### src/rtl/mem_access_unit_pkg.sv
`default_nettype none
// ============================================================================
// Module      : mem_access_unit_pkg
// Description : Shared constants, state encoding and access-legality helper
//               for the memory-access stage.
// Revision    : 1.0 - initial release
// ============================================================================
package mem_access_unit_pkg;

  // RV32I load/store funct3 encodings
  localparam logic [2:0] F3_B  = 3'b000;
  localparam logic [2:0] F3_H  = 3'b001;
  localparam logic [2:0] F3_W  = 3'b010;
  localparam logic [2:0] F3_BU = 3'b100;
  localparam logic [2:0] F3_HU = 3'b101;

  localparam int TIMEOUT_DEFAULT = 255;

  typedef enum logic [1:0] {
    ST_IDLE  = 2'd0,
    ST_BUSY  = 2'd1,
    ST_DONE  = 2'd2,
    ST_FAULT = 2'd3
  } state_t;

  // True when the request must not reach the bus: conflicting strobes,
  // unsupported size encoding, or an address not aligned to the size.
  function automatic logic access_illegal(input logic       rd,
                                          input logic       wr,
                                          input logic [2:0] f3,
                                          input logic [1:0] off);
    logic ill;
    ill = 1'b0;
    if (rd && wr) begin
      ill = 1'b1;
    end else if (rd) begin
      case (f3)
        F3_B, F3_BU: ill = 1'b0;
        F3_H, F3_HU: ill = off[0];
        F3_W:        ill = (off != 2'b00);
        default:     ill = 1'b1;
      endcase
    end else if (wr) begin
      case (f3)
        F3_B:    ill = 1'b0;
        F3_H:    ill = off[0];
        F3_W:    ill = (off != 2'b00);
        default: ill = 1'b1;
      endcase
    end
    return ill;
  endfunction

endpackage
`default_nettype wire

### src/rtl/mem_access_unit_load_formatter.sv
`default_nettype none
// ============================================================================
// Module      : load_formatter
// Description : Selects the addressed byte/halfword of a 32-bit read word and
//               sign- or zero-extends it according to the load funct3.
// Revision    : 1.0 - initial release
// ============================================================================
module load_formatter
  import mem_access_unit_pkg::*;
(
  input  logic [31:0] rdata,
  input  logic [1:0]  byte_off,
  input  logic [2:0]  funct3,
  output logic [31:0] result
);

  logic [7:0]  w_byte;
  logic [15:0] w_half;

  // Lane selection followed by extension; anything else passes the word through
  always_comb begin
    w_byte = rdata[{byte_off, 3'b000} +: 8];
    w_half = byte_off[1] ? rdata[31:16] : rdata[15:0];
    result = rdata;
    case (funct3)
      F3_B:    result = {{24{w_byte[7]}}, w_byte};
      F3_BU:   result = {24'h000000, w_byte};
      F3_H:    result = {{16{w_half[15]}}, w_half};
      F3_HU:   result = {16'h0000, w_half};
      default: result = rdata;
    endcase
  end

endmodule
`default_nettype wire

### src/rtl/mem_access_unit.sv
`default_nettype none
// ============================================================================
// Module      : mem_access_unit
// Description : Memory-access pipeline stage. Issues one req/ack data-bus
//               transaction per load/store, stalls upstream while it is in
//               flight, formats load data, and reports misaligned/illegal
//               accesses and ack timeouts.
// Revision    : 1.0 - initial release
// ============================================================================
module mem_access_unit
  import mem_access_unit_pkg::*;
#(
  parameter int ADDR_W  = 32,
  parameter int DATA_W  = 32,
  parameter int TIMEOUT = TIMEOUT_DEFAULT
) (
  input  logic              stg_clk,
  input  logic              reset_n,
  input  logic [ADDR_W-1:0] address_target,
  input  logic              rd_memory,
  input  logic              wr_memory,
  input  logic [2:0]        funct3_,
  input  logic [DATA_W-1:0] rs2_data,
  output logic [ADDR_W-1:0] dbus_addr,
  output logic [DATA_W-1:0] dbus_wdata,
  output logic [3:0]        dbus_be,
  output logic              dbus_we,
  output logic              dbus_req,
  input  logic              dbus_ack,
  input  logic [DATA_W-1:0] dbus_rdata,
  output logic [DATA_W-1:0] load_data,
  output logic              load_valid,
  output logic              mem_stall,
  output logic              misalign_fault,
  output logic              bus_fault
);

  localparam int CNT_W = $clog2(TIMEOUT + 1);

  state_t             r_state;
  state_t             w_state_next;
  logic [CNT_W-1:0]   r_cnt;
  logic               r_is_load;
  logic               r_bus_to;
  logic [1:0]         r_off;
  logic [2:0]         r_f3;
  logic               w_req;
  logic               w_illegal;
  logic               w_timeout;
  logic               w_start;
  logic [3:0]         w_be;
  logic [DATA_W-1:0]  w_wdata;
  logic [DATA_W-1:0]  w_load_fmt;

  assign w_req     = rd_memory | wr_memory;
  assign w_illegal = access_illegal(rd_memory, wr_memory, funct3_, address_target[1:0]);
  assign w_timeout = (r_cnt == CNT_W'(TIMEOUT - 1));
  assign w_start   = (r_state == ST_IDLE) && w_req && !w_illegal;

  // Byte lanes and lane-replicated data for the incoming access
  always_comb begin
    w_be    = 4'b1111;
    w_wdata = '0;
    if (wr_memory) begin
      w_wdata = rs2_data;
      case (funct3_)
        F3_B: begin
          w_be    = 4'b0001 << address_target[1:0];
          w_wdata = {4{rs2_data[7:0]}};
        end
        F3_H: begin
          w_be    = address_target[1] ? 4'b1100 : 4'b0011;
          w_wdata = {2{rs2_data[15:0]}};
        end
        default: ;
      endcase
    end
  end

  load_formatter u_load_formatter (
    .rdata    (dbus_rdata),
    .byte_off (r_off),
    .funct3   (r_f3),
    .result   (w_load_fmt)
  );

  // Next-state logic; DONE/FAULT never look at the (stale) request inputs
  always_comb begin
    w_state_next = r_state;
    case (r_state)
      ST_IDLE: begin
        if (w_req) w_state_next = w_illegal ? ST_FAULT : ST_BUSY;
      end
      ST_BUSY: begin
        if (dbus_ack)       w_state_next = ST_DONE;
        else if (w_timeout) w_state_next = ST_FAULT;
      end
      ST_DONE:  w_state_next = ST_IDLE;
      ST_FAULT: w_state_next = ST_IDLE;
      default:  w_state_next = ST_IDLE;
    endcase
  end

  // State register
  always_ff @(posedge stg_clk or negedge reset_n) begin
    if (!reset_n) r_state <= ST_IDLE;
    else          r_state <= w_state_next;
  end

  // Access capture, timeout counter, fault cause and load result
  always_ff @(posedge stg_clk or negedge reset_n) begin
    if (!reset_n) begin
      dbus_addr  <= '0;
      dbus_wdata <= '0;
      dbus_be    <= 4'b0000;
      dbus_we    <= 1'b0;
      load_data  <= '0;
      r_cnt      <= '0;
      r_is_load  <= 1'b0;
      r_bus_to   <= 1'b0;
      r_off      <= 2'b00;
      r_f3       <= 3'b000;
    end else begin
      if ((r_state == ST_IDLE) && w_req) r_bus_to <= 1'b0;
      if (w_start) begin
        dbus_addr  <= {address_target[ADDR_W-1:2], 2'b00};
        dbus_wdata <= w_wdata;
        dbus_be    <= w_be;
        dbus_we    <= wr_memory;
        r_is_load  <= rd_memory;
        r_off      <= address_target[1:0];
        r_f3       <= funct3_;
        r_cnt      <= '0;
      end else if ((r_state == ST_BUSY) && !dbus_ack) begin
        r_cnt <= r_cnt + CNT_W'(1);
        if (w_timeout) r_bus_to <= 1'b1;
      end
      if ((r_state == ST_BUSY) && dbus_ack && r_is_load) load_data <= w_load_fmt;
    end
  end

  assign dbus_req       = (r_state == ST_BUSY);
  assign load_valid     = (r_state == ST_DONE) && r_is_load;
  assign misalign_fault = (r_state == ST_FAULT) && !r_bus_to;
  assign bus_fault      = (r_state == ST_FAULT) && r_bus_to;
  // Gated with reset so the stall releases immediately on async reset
  assign mem_stall      = reset_n &&
                          (((r_state == ST_IDLE) && w_req) || (r_state == ST_BUSY));

endmodule
`default_nettype wire

### config.mk
export PLATFORM = sky130hd
export DESIGN_NAME = mem_access_unit
export DESIGN_NICKNAME = d
export VERILOG_FILES = /design/src/rtl/mem_access_unit_pkg.sv /design/src/rtl/mem_access_unit_load_formatter.sv /design/src/rtl/mem_access_unit.sv
export SDC_FILE = /design/constraint.sdc
export NUM_CORES = 1
export LEC_CHECK = 0
export CORE_MARGIN = 1
export CORE_UTILIZATION = 45
export DETAILED_ROUTE_END_ITERATION = 8
export PLACE_DENSITY = 0.81
export SLEW_MARGIN = 40
export SYNTH_ARGS = -nofsm -noshare
export SYNTH_HDL_FRONTEND = slang
export SYNTH_SLANG_ARGS = --single-unit
### constraint.sdc
create_clock -name stg_clk -period 2.35 [get_ports stg_clk]
set_input_delay 0.235 -clock stg_clk [delete_from_list [all_inputs] [get_ports stg_clk]]
set_output_delay 0.235 -clock stg_clk [all_outputs]
set_load 0.03 [all_outputs]
==> flow_metrics.py, run 1 <==
metrics = {
    "power_and_ir_drop": {
        "p_leak_nw": 3.59,
        "p_int_mw": 7.13,
        "switching_share": 0.393,
        "powerDensity_nw_per_um2": 1390,
        "pwr-share-clk": 0.221,
        "finalPower_mw": 11.7,
        "power_switching_mw": 4.62,
        "power_frac_seq": 0.298,
        "pwr-share-comb": 0.481,
        "vdd_ir_drop_max_uv": 1010,
    },
    "global_routing": {
        "grt.total_usage": 0.263,
        "overflow": 0,
        "grt_max_degree": 51,
        "antenna_found_initial": 0,
        "grt_pass1_wl_um": 26000,
        "first_global_vias": 5072,
    },
    "setup_path": {
        "critPathRequiredTime_ps": 2120,
        "critPathSlowestCell": "clkdlybuf4s50_1",
        "reg2regPathDepth": 5,
        "critPathMaxStageDelay_ps": 670,
        "path_class": "flop to primary output",
        "cp-end-kind": "primary output",
        "path_depth": 3,
        "cp.buffers_inverters": 1,
        "start_kind": "flop",
        "path_delay_family": "buffers and inverters",
        "setup.worst_path.start": "r_state[1]",
        "cp_max_fo": 11,
        "r2r_start": "r_state[1]",
        "path_cells": "or2_2 -> nor2_1 -> clkdlybuf4s50_1",
        "critical_path_arrival_ps": 2030,
    },
    "sta": {
        "hold_viol": 0,
        "finalSetupViolCount": 0,
        "final.setup_skew_ps": 7.42,
        "rsz0062_at_grt": "no",
        "max_freq_mhz": 441,
        "slew_headroom": 0.582,
        "fin_tns_setup_ps": 0,
        "worst_pin_slew_ps": 627,
        "slew_viol_final": 0,
        "min_period_over_period": 0.965,
        "min_period_ps": 2270,
        "layout_setup_ws_ps": 82.0,
    },
    "floorplan": {
        "die_h_um": 114,
        "pin_count": 210,
        "core_um2": 12100,
        "die_width_um": 114,
        "die-area_um2": 12900,
        "row_count": 40,
        "initial_core_util": 0.465,
    },
    "drt": {
        "drtIter0Drc": 315,
        "drc": 0,
        "vias_per_cell": 5.46,
        "final_antenna_net_count": 0,
        "wl_um": 16200,
        "dr_total_vias": 4858,
        "dr.pass1.iters": 5,
        "avgRoutedWirePerCell_um": 18.2,
    },
    "cells_and_area": {
        "final_cell_mix": "clkdlybuf4s50_1 (206), dfrtp_1 (116), nand2_1 (52)",
        "final_common_cell": "clkdlybuf4s50_1",
        "drive_above_1_share": 0.158,
        "finalNonFillerCells": 890,
        "diodes": 0,
        "fin_util": 0.701,
        "fillCellCount": 855,
        "layout.nets": 815,
        "register_area_um2": 2900,
        "multi_input_area_um2": 2460,
        "syn2layout_area_growth_pct": 50.8,
    },
    "cts": {
        "cts_root_buffer": "clkbuf_16",
        "htree_levels": 4,
        "cts_buffers": 17,
        "clock_sinks": 116,
        "path_clk_slew_ps": 50,
        "clk_path_buf_depth": 2,
        "cts_tree": "built",
        "cts.repair.resized": 0,
        "insertion_delay_ps": 410,
    },
    "synth": {
        "netlist_top_cells_area": "dfrtp_1 (52%), mux2_2 (5.2%), mux2_4 (4.8%)",
        "ys_warn_count": 0,
        "synth_flop_cell": "dfrtp_1",
        "synth-seq-area-share": 0.518,
        "postSynthCellCount": 498,
        "synth_area_leader_cell": "dfrtp_1",
        "ys_ff_latch": 116,
        "synth_edf_count": 0,
        "synth_top_area_share": 0.518,
        "yosysUniqueCellTypes": 56,
        "avgSynthCellArea_um2": 11.3,
        "netlist_area_um2": 5610,
        "async_reset_ff_frac": 1.00,
    },
    "place": {
        "place_inst": 857,
        "io_buffers": 207,
        "preCtsSetupSlack_ps": 114,
        "place_congestion": 0.860,
        "place_hpwl_um": 11700,
    },
    "hold_path": {
        "min_path_type": "input port to async pin",
    },
    "flow_run": {
        "maxCapViolCount": 0,
    },
    "outcome": {
        "outcome": "finished clean",
    },
}
synthesized netlist by cell type (2+ instances only):
master,count
buf_6,3
nand3_1,33
buf_1,2
o2bb2ai_1,25
buf_2,12
nand4_1,4
mux2_2,26
inv_1,5
nor3b_1,2
mux2_4,18
o221a_2,6
dfrtp_1,116
and3b_1,2
nor2_1,19
a21o_1,2
mux2i_1,25
buf_12,2
nand3b_1,9
o21ai_0,23
nor2b_1,4
buf_4,6
ha_1,2
a22o_1,8
a2bb2oi_1,3
clkbuf_1,14
nand2_1,52
a21oi_1,12
a21oi_2,2
and3_1,5
a31oi_1,7
nand2b_1,8
nor3_1,12
xor2_1,6
worst reg2reg max path: stages (launching register included):
cell     delay (ps)
dfrtp_1         490
nor2_1          320
a22oi_2         170
a21oi_4         190
buf_12          250
mux2_2          390
repair_timing:
| item | 4_1_cts | 5_1_grt |
|---|---|---|
| hold buffers | 1 | 0 |
| endpoints found under the hold margin | 24 | 0 |
| buffers inserted | 0 | 0 |
metrics by stage:
| step | hold slack, ps | area (µm²) |
|---|---|---|
| 6_report | 284 | 8460 |
| 3_5_place_dp | 170 | 7850 |
| 4_1_cts | 279 | 8460 |
| 3_3_place_gp | 163 | 7850 |
| 5_1_grt | 312 | 8460 |
| 2_1_floorplan | -60.6 | 5610 |
power by group through the flow:
stage | Clock (mW) | Sequential [mW] | Combinational [mW]
after CTS | 2.64 | 3.49 | 5.68
after detailed placement | 0 | 3.48 | 5.66
after floorplan | 0 | 4.88 | 1.91
final | 2.60 | 3.50 | 5.65
after global routing | 2.73 | 3.60 | 5.96
after global placement | 0 | 3.45 | 5.54
logic make-up (layout without fill, tap and decap cells):
group,count (synthesis),after routing,share of synthesized area
AOI/OAI and AO/OA,101,101,0.134
xor gates and xnor gates,7,7,0.0109
adders and majority gates,2,2,0.00446
buffers and inverters,44,267,0.0460
DFF,116,116,0.518
muxes,69,69,0.145
other,1,2,0.000669
and+or+nand+nor,158,158,0.141
state kept, by name, summed over array words and instances (netlist names):
register,count
dbus_be,4
r_f3,3
r_is_load,1
load_data,32
r_state,2
dbus_we,1
r_cnt,8
dbus_wdata,32
dbus_addr,30
r_bus_to,1
r_off,2
layer usage:
metal,track usage,wire (µm)
met1,0.303,6480
met5,0,0
met3,0.107,1650
met4,0.103,299
met2,0.437,7810
final cells by class:
| class | instances | area share |
|---|---|---|
| Sequential cell | 116 | 0.343 |
| Multi-Input combinational cell | 339 | 0.291 |
| Timing Repair Buffer | 230 | 0.268 |
| Clock buffer | 23 | 0.0589 |
| Tap cell | 168 | 0.0249 |
| Clock inverter | 9 | 0.0118 |
| Inverter | 5 | 0.00222 |
worst paths after layout:
check / end / slack [ps]
max in group asynchronous: dbus_addr[18] / 1110
max reg2reg: dbus_addr[12] / 420
min in group stg_clk: dbus_addr[9] / 430
min reg2reg: dbus_wdata[17] / 490
max: mem_stall / 80
min: r_bus_to / 280
Note: power is estimated with default switching activity, not from simulation.
==> inputs of run 2 (changes only) <==
- CAP_MARGIN: default -> 20
- PLACE_DENSITY: 0.81 -> 0.8
- SYNTH_HIERARCHICAL: default -> 1
==> run 2 against run 1 <==
Sequential cell count stayed put. Total power rose by 9.0%. Clock power up 2%. Combinational power increased by 17%. Critical path depth rose by 1. Sequential power grew 2%. Clock skew is 0.71 ps lower. Hold slack better by 170 ps. Worst setup slack improved by 36 ps. Critical endpoint unchanged.
==> flow_metrics.py, run 2 <==
metrics = {
    "outcome": {
        "outcome": "finished clean",
    },
    "floorplan": {
        "die_h_um": 116,
        "pin_count": 210,
        "core_um2": 12700,
        "initial_core_util": 0.462,
        "die-area_um2": 13500,
        "die_width_um": 116,
        "row_count": 41,
    },
    "synth": {
        "ys_warn_count": 6,
        "synth_top_area_share": 0.496,
        "ys_ff_latch": 116,
        "yosysMostFrequentCell": "dfrtp_1",
        "async_reset_ff_frac": 1.00,
        "synth-seq-area-share": 0.496,
        "avgSynthCellArea_um2": 12.9,
        "netlist_area_um2": 5850,
        "synth_flop_cell": "dfrtp_1",
        "synth_edf_count": 0,
        "yosysUniqueCellTypes": 51,
        "synth_area_leader_cell": "dfrtp_1",
        "netlist_top_cells_area": "dfrtp_1 (50%), mux2_2 (8.3%), mux2_4 (7.4%)",
        "ys_top_cells_by_count": "dfrtp_1 (116), mux2_2 (43), mux2i_1 (30)",
        "postSynthCellCount": 452,
    },
    "sta": {
        "finalSetupViolCount": 0,
        "max_freq_mhz": 448,
        "layout_setup_ws_ps": 118,
        "min_period_ps": 2230,
        "min_period_over_period": 0.950,
        "slew_headroom": 0.579,
        "slew_viol_final": 0,
        "fin_tns_setup_ps": 0,
        "rsz0062_at_grt": "no",
        "final.setup_skew_ps": 6.71,
        "hold_viol": 0,
        "worst_pin_slew_ps": 631,
    },
    "power_and_ir_drop": {
        "powerDensity_nw_per_um2": 1460,
        "finalPower_mw": 12.8,
        "p_leak_nw": 3.72,
        "vdd_ir_drop_max_uv": 659,
    },
    "cts": {
        "cts.repair.resized": 0,
        "clock_sinks": 116,
        "cts_buffers": 17,
        "insertion_delay_ps": 400,
        "cts_root_buffer": "clkbuf_16",
        "post_cts_buffers": 0,
        "cts_tree": "built",
        "htree_levels": 4,
        "clk_path_buf_depth": 2,
        "path_clk_slew_ps": 50,
    },
    "setup_path": {
        "path_cells": "nor3_1 -> nor2_1 -> and2_1 -> clkdlybuf4s50_1",
        "start_kind": "flop",
        "critPathMaxStageDelay_ps": 590,
        "reg2regPathDepth": 5,
        "cp_max_fo": 9,
        "critPathSlowestCell": "clkdlybuf4s50_1",
        "critPathRequiredTime_ps": 2120,
        "critical_path_arrival_ps": 2000,
        "cp-end-kind": "primary output",
        "path_class": "flop to primary output",
    },
    "cells_and_area": {
        "reg_top3": "dbus_wdata (32), load_data (32), dbus_addr (30)",
        "drive_above_1_share": 0.225,
        "layout.nets": 778,
        "final_cell_mix": "clkdlybuf4s50_1 (206), dfrtp_1 (116), mux2_2 (43)",
        "syn2layout_area_growth_pct": 49.6,
        "fin_util": 0.691,
        "finalNonFillerCells": 858,
        "final_common_cell": "clkdlybuf4s50_1",
    },
    "global_routing": {
        "grt_max_degree": 68,
        "antenna_found_initial": 0,
        "overflow": 0,
        "grt_pass1_wl_um": 26100,
        "grt.total_usage": 0.253,
        "first_global_vias": 5001,
    },
    "drt": {
        "dr.pass1.iters": 4,
        "vias_per_cell": 5.44,
        "wl_um": 16500,
        "avgRoutedWirePerCell_um": 19.3,
        "drtIter0Drc": 293,
        "dr_total_vias": 4666,
        "drc": 0,
        "final_antenna_net_count": 0,
    },
    "flow_run": {
        "maxCapViolCount": 0,
    },
    "place": {
        "place_hpwl_um": 11900,
        "place_inst": 824,
        "place_congestion": 0.786,
        "preCtsSetupSlack_ps": 85.0,
        "io_buffers": 207,
    },
    "hold_path": {
        "min_path_cells": 3,
        "min_path_type": "input port to flop",
    },
}
-- run 2: cell count changes in the layout (fill, tap and decap cells not counted), moves of 11 or more --
| cell | before | now |
|---|---|---|
| mux2_2 | 26 | 43 |
| a2bb2oi_2 | 0 | 14 |
| o21ai_0 | 23 | 2 |
| nand2_1 | 52 | 14 |
| mux2_4 | 18 | 29 |
| a22o_1 | 8 | 19 |
| nand3_1 | 33 | 3 |
-- run 2: worst paths after layout --
check	startpoint	end	slack [ps]
min in group asynchronous	reset_n	r_cnt[2]	540
max in group asynchronous	reset_n	load_data[7]	1340
setup / recovery	r_state[0]	mem_stall	120
setup reg to reg	r_state[1]	dbus_addr[2]	450
hold / removal	rs2_data[20]	dbus_wdata[20]	450
hold reg to reg	dbus_wdata[11]	dbus_wdata[11]	490
-- run 2: what timing repair did --
| action | 4_1_cts | 5_1_grt |
|---|---|---|
| endpoints found under the setup margin | 0 | 0 |
| endpoints found under the hold margin | 49 | 0 |
| hold buffers | 1 | 0 |
-- run 2: power breakdown --
part           internal [mW]  total, mW  switching [mW]
clock                   1.72       2.64           0.923
sequential              2.91       3.56           0.652
combinational           3.20       6.60            3.40
-- run 2: critical path, delay by kind of cell, from the launching register on --
family	cells	cell delay (ps)
buffers and inverters	1	590
AND/OR/NAND/NOR	3	550
flip-flops	1	450
-- run 2: stage by stage --
stage	area [µm²]	hold WS, ps
after floorplan	5850	-60.6
after global placement	8130	383
after detailed placement	8130	394
after CTS	8750	440
after global routing	8750	444
final	8750	454
-- run 2: final cells by class --
cell class              count  area (µm²)
multi-input cells         301        2700
well taps                 172         215
repair buffers            233        2310
fillers                   929        3920
diodes                      1        2.50
clock buffers              20         457
inverters                   3        11.3
clock inverters            12         155
flip-flops and latches    116        2900
-- run 2: logic make-up (layout without fill, tap and decap cells) --
family          Yosys count  count (layout)  share of synthesized area
mux                     102             102                      0.209
other cells               1               3                   0.000641
flops                   116             116                      0.496
buf+inv                  36             268                     0.0434
compound gates          110             110                      0.169
simple gates             79              79                     0.0686
xor+xnor                  6               6                    0.00898
fa+ha+maj                 2               2                    0.00428
-- run 2: metal layers --
layer  global-route usage  routed length, µm
met1                0.307               6770
met2                0.430               8240
met3               0.0816               1350
met4               0.0769                155
met5                    0                  0
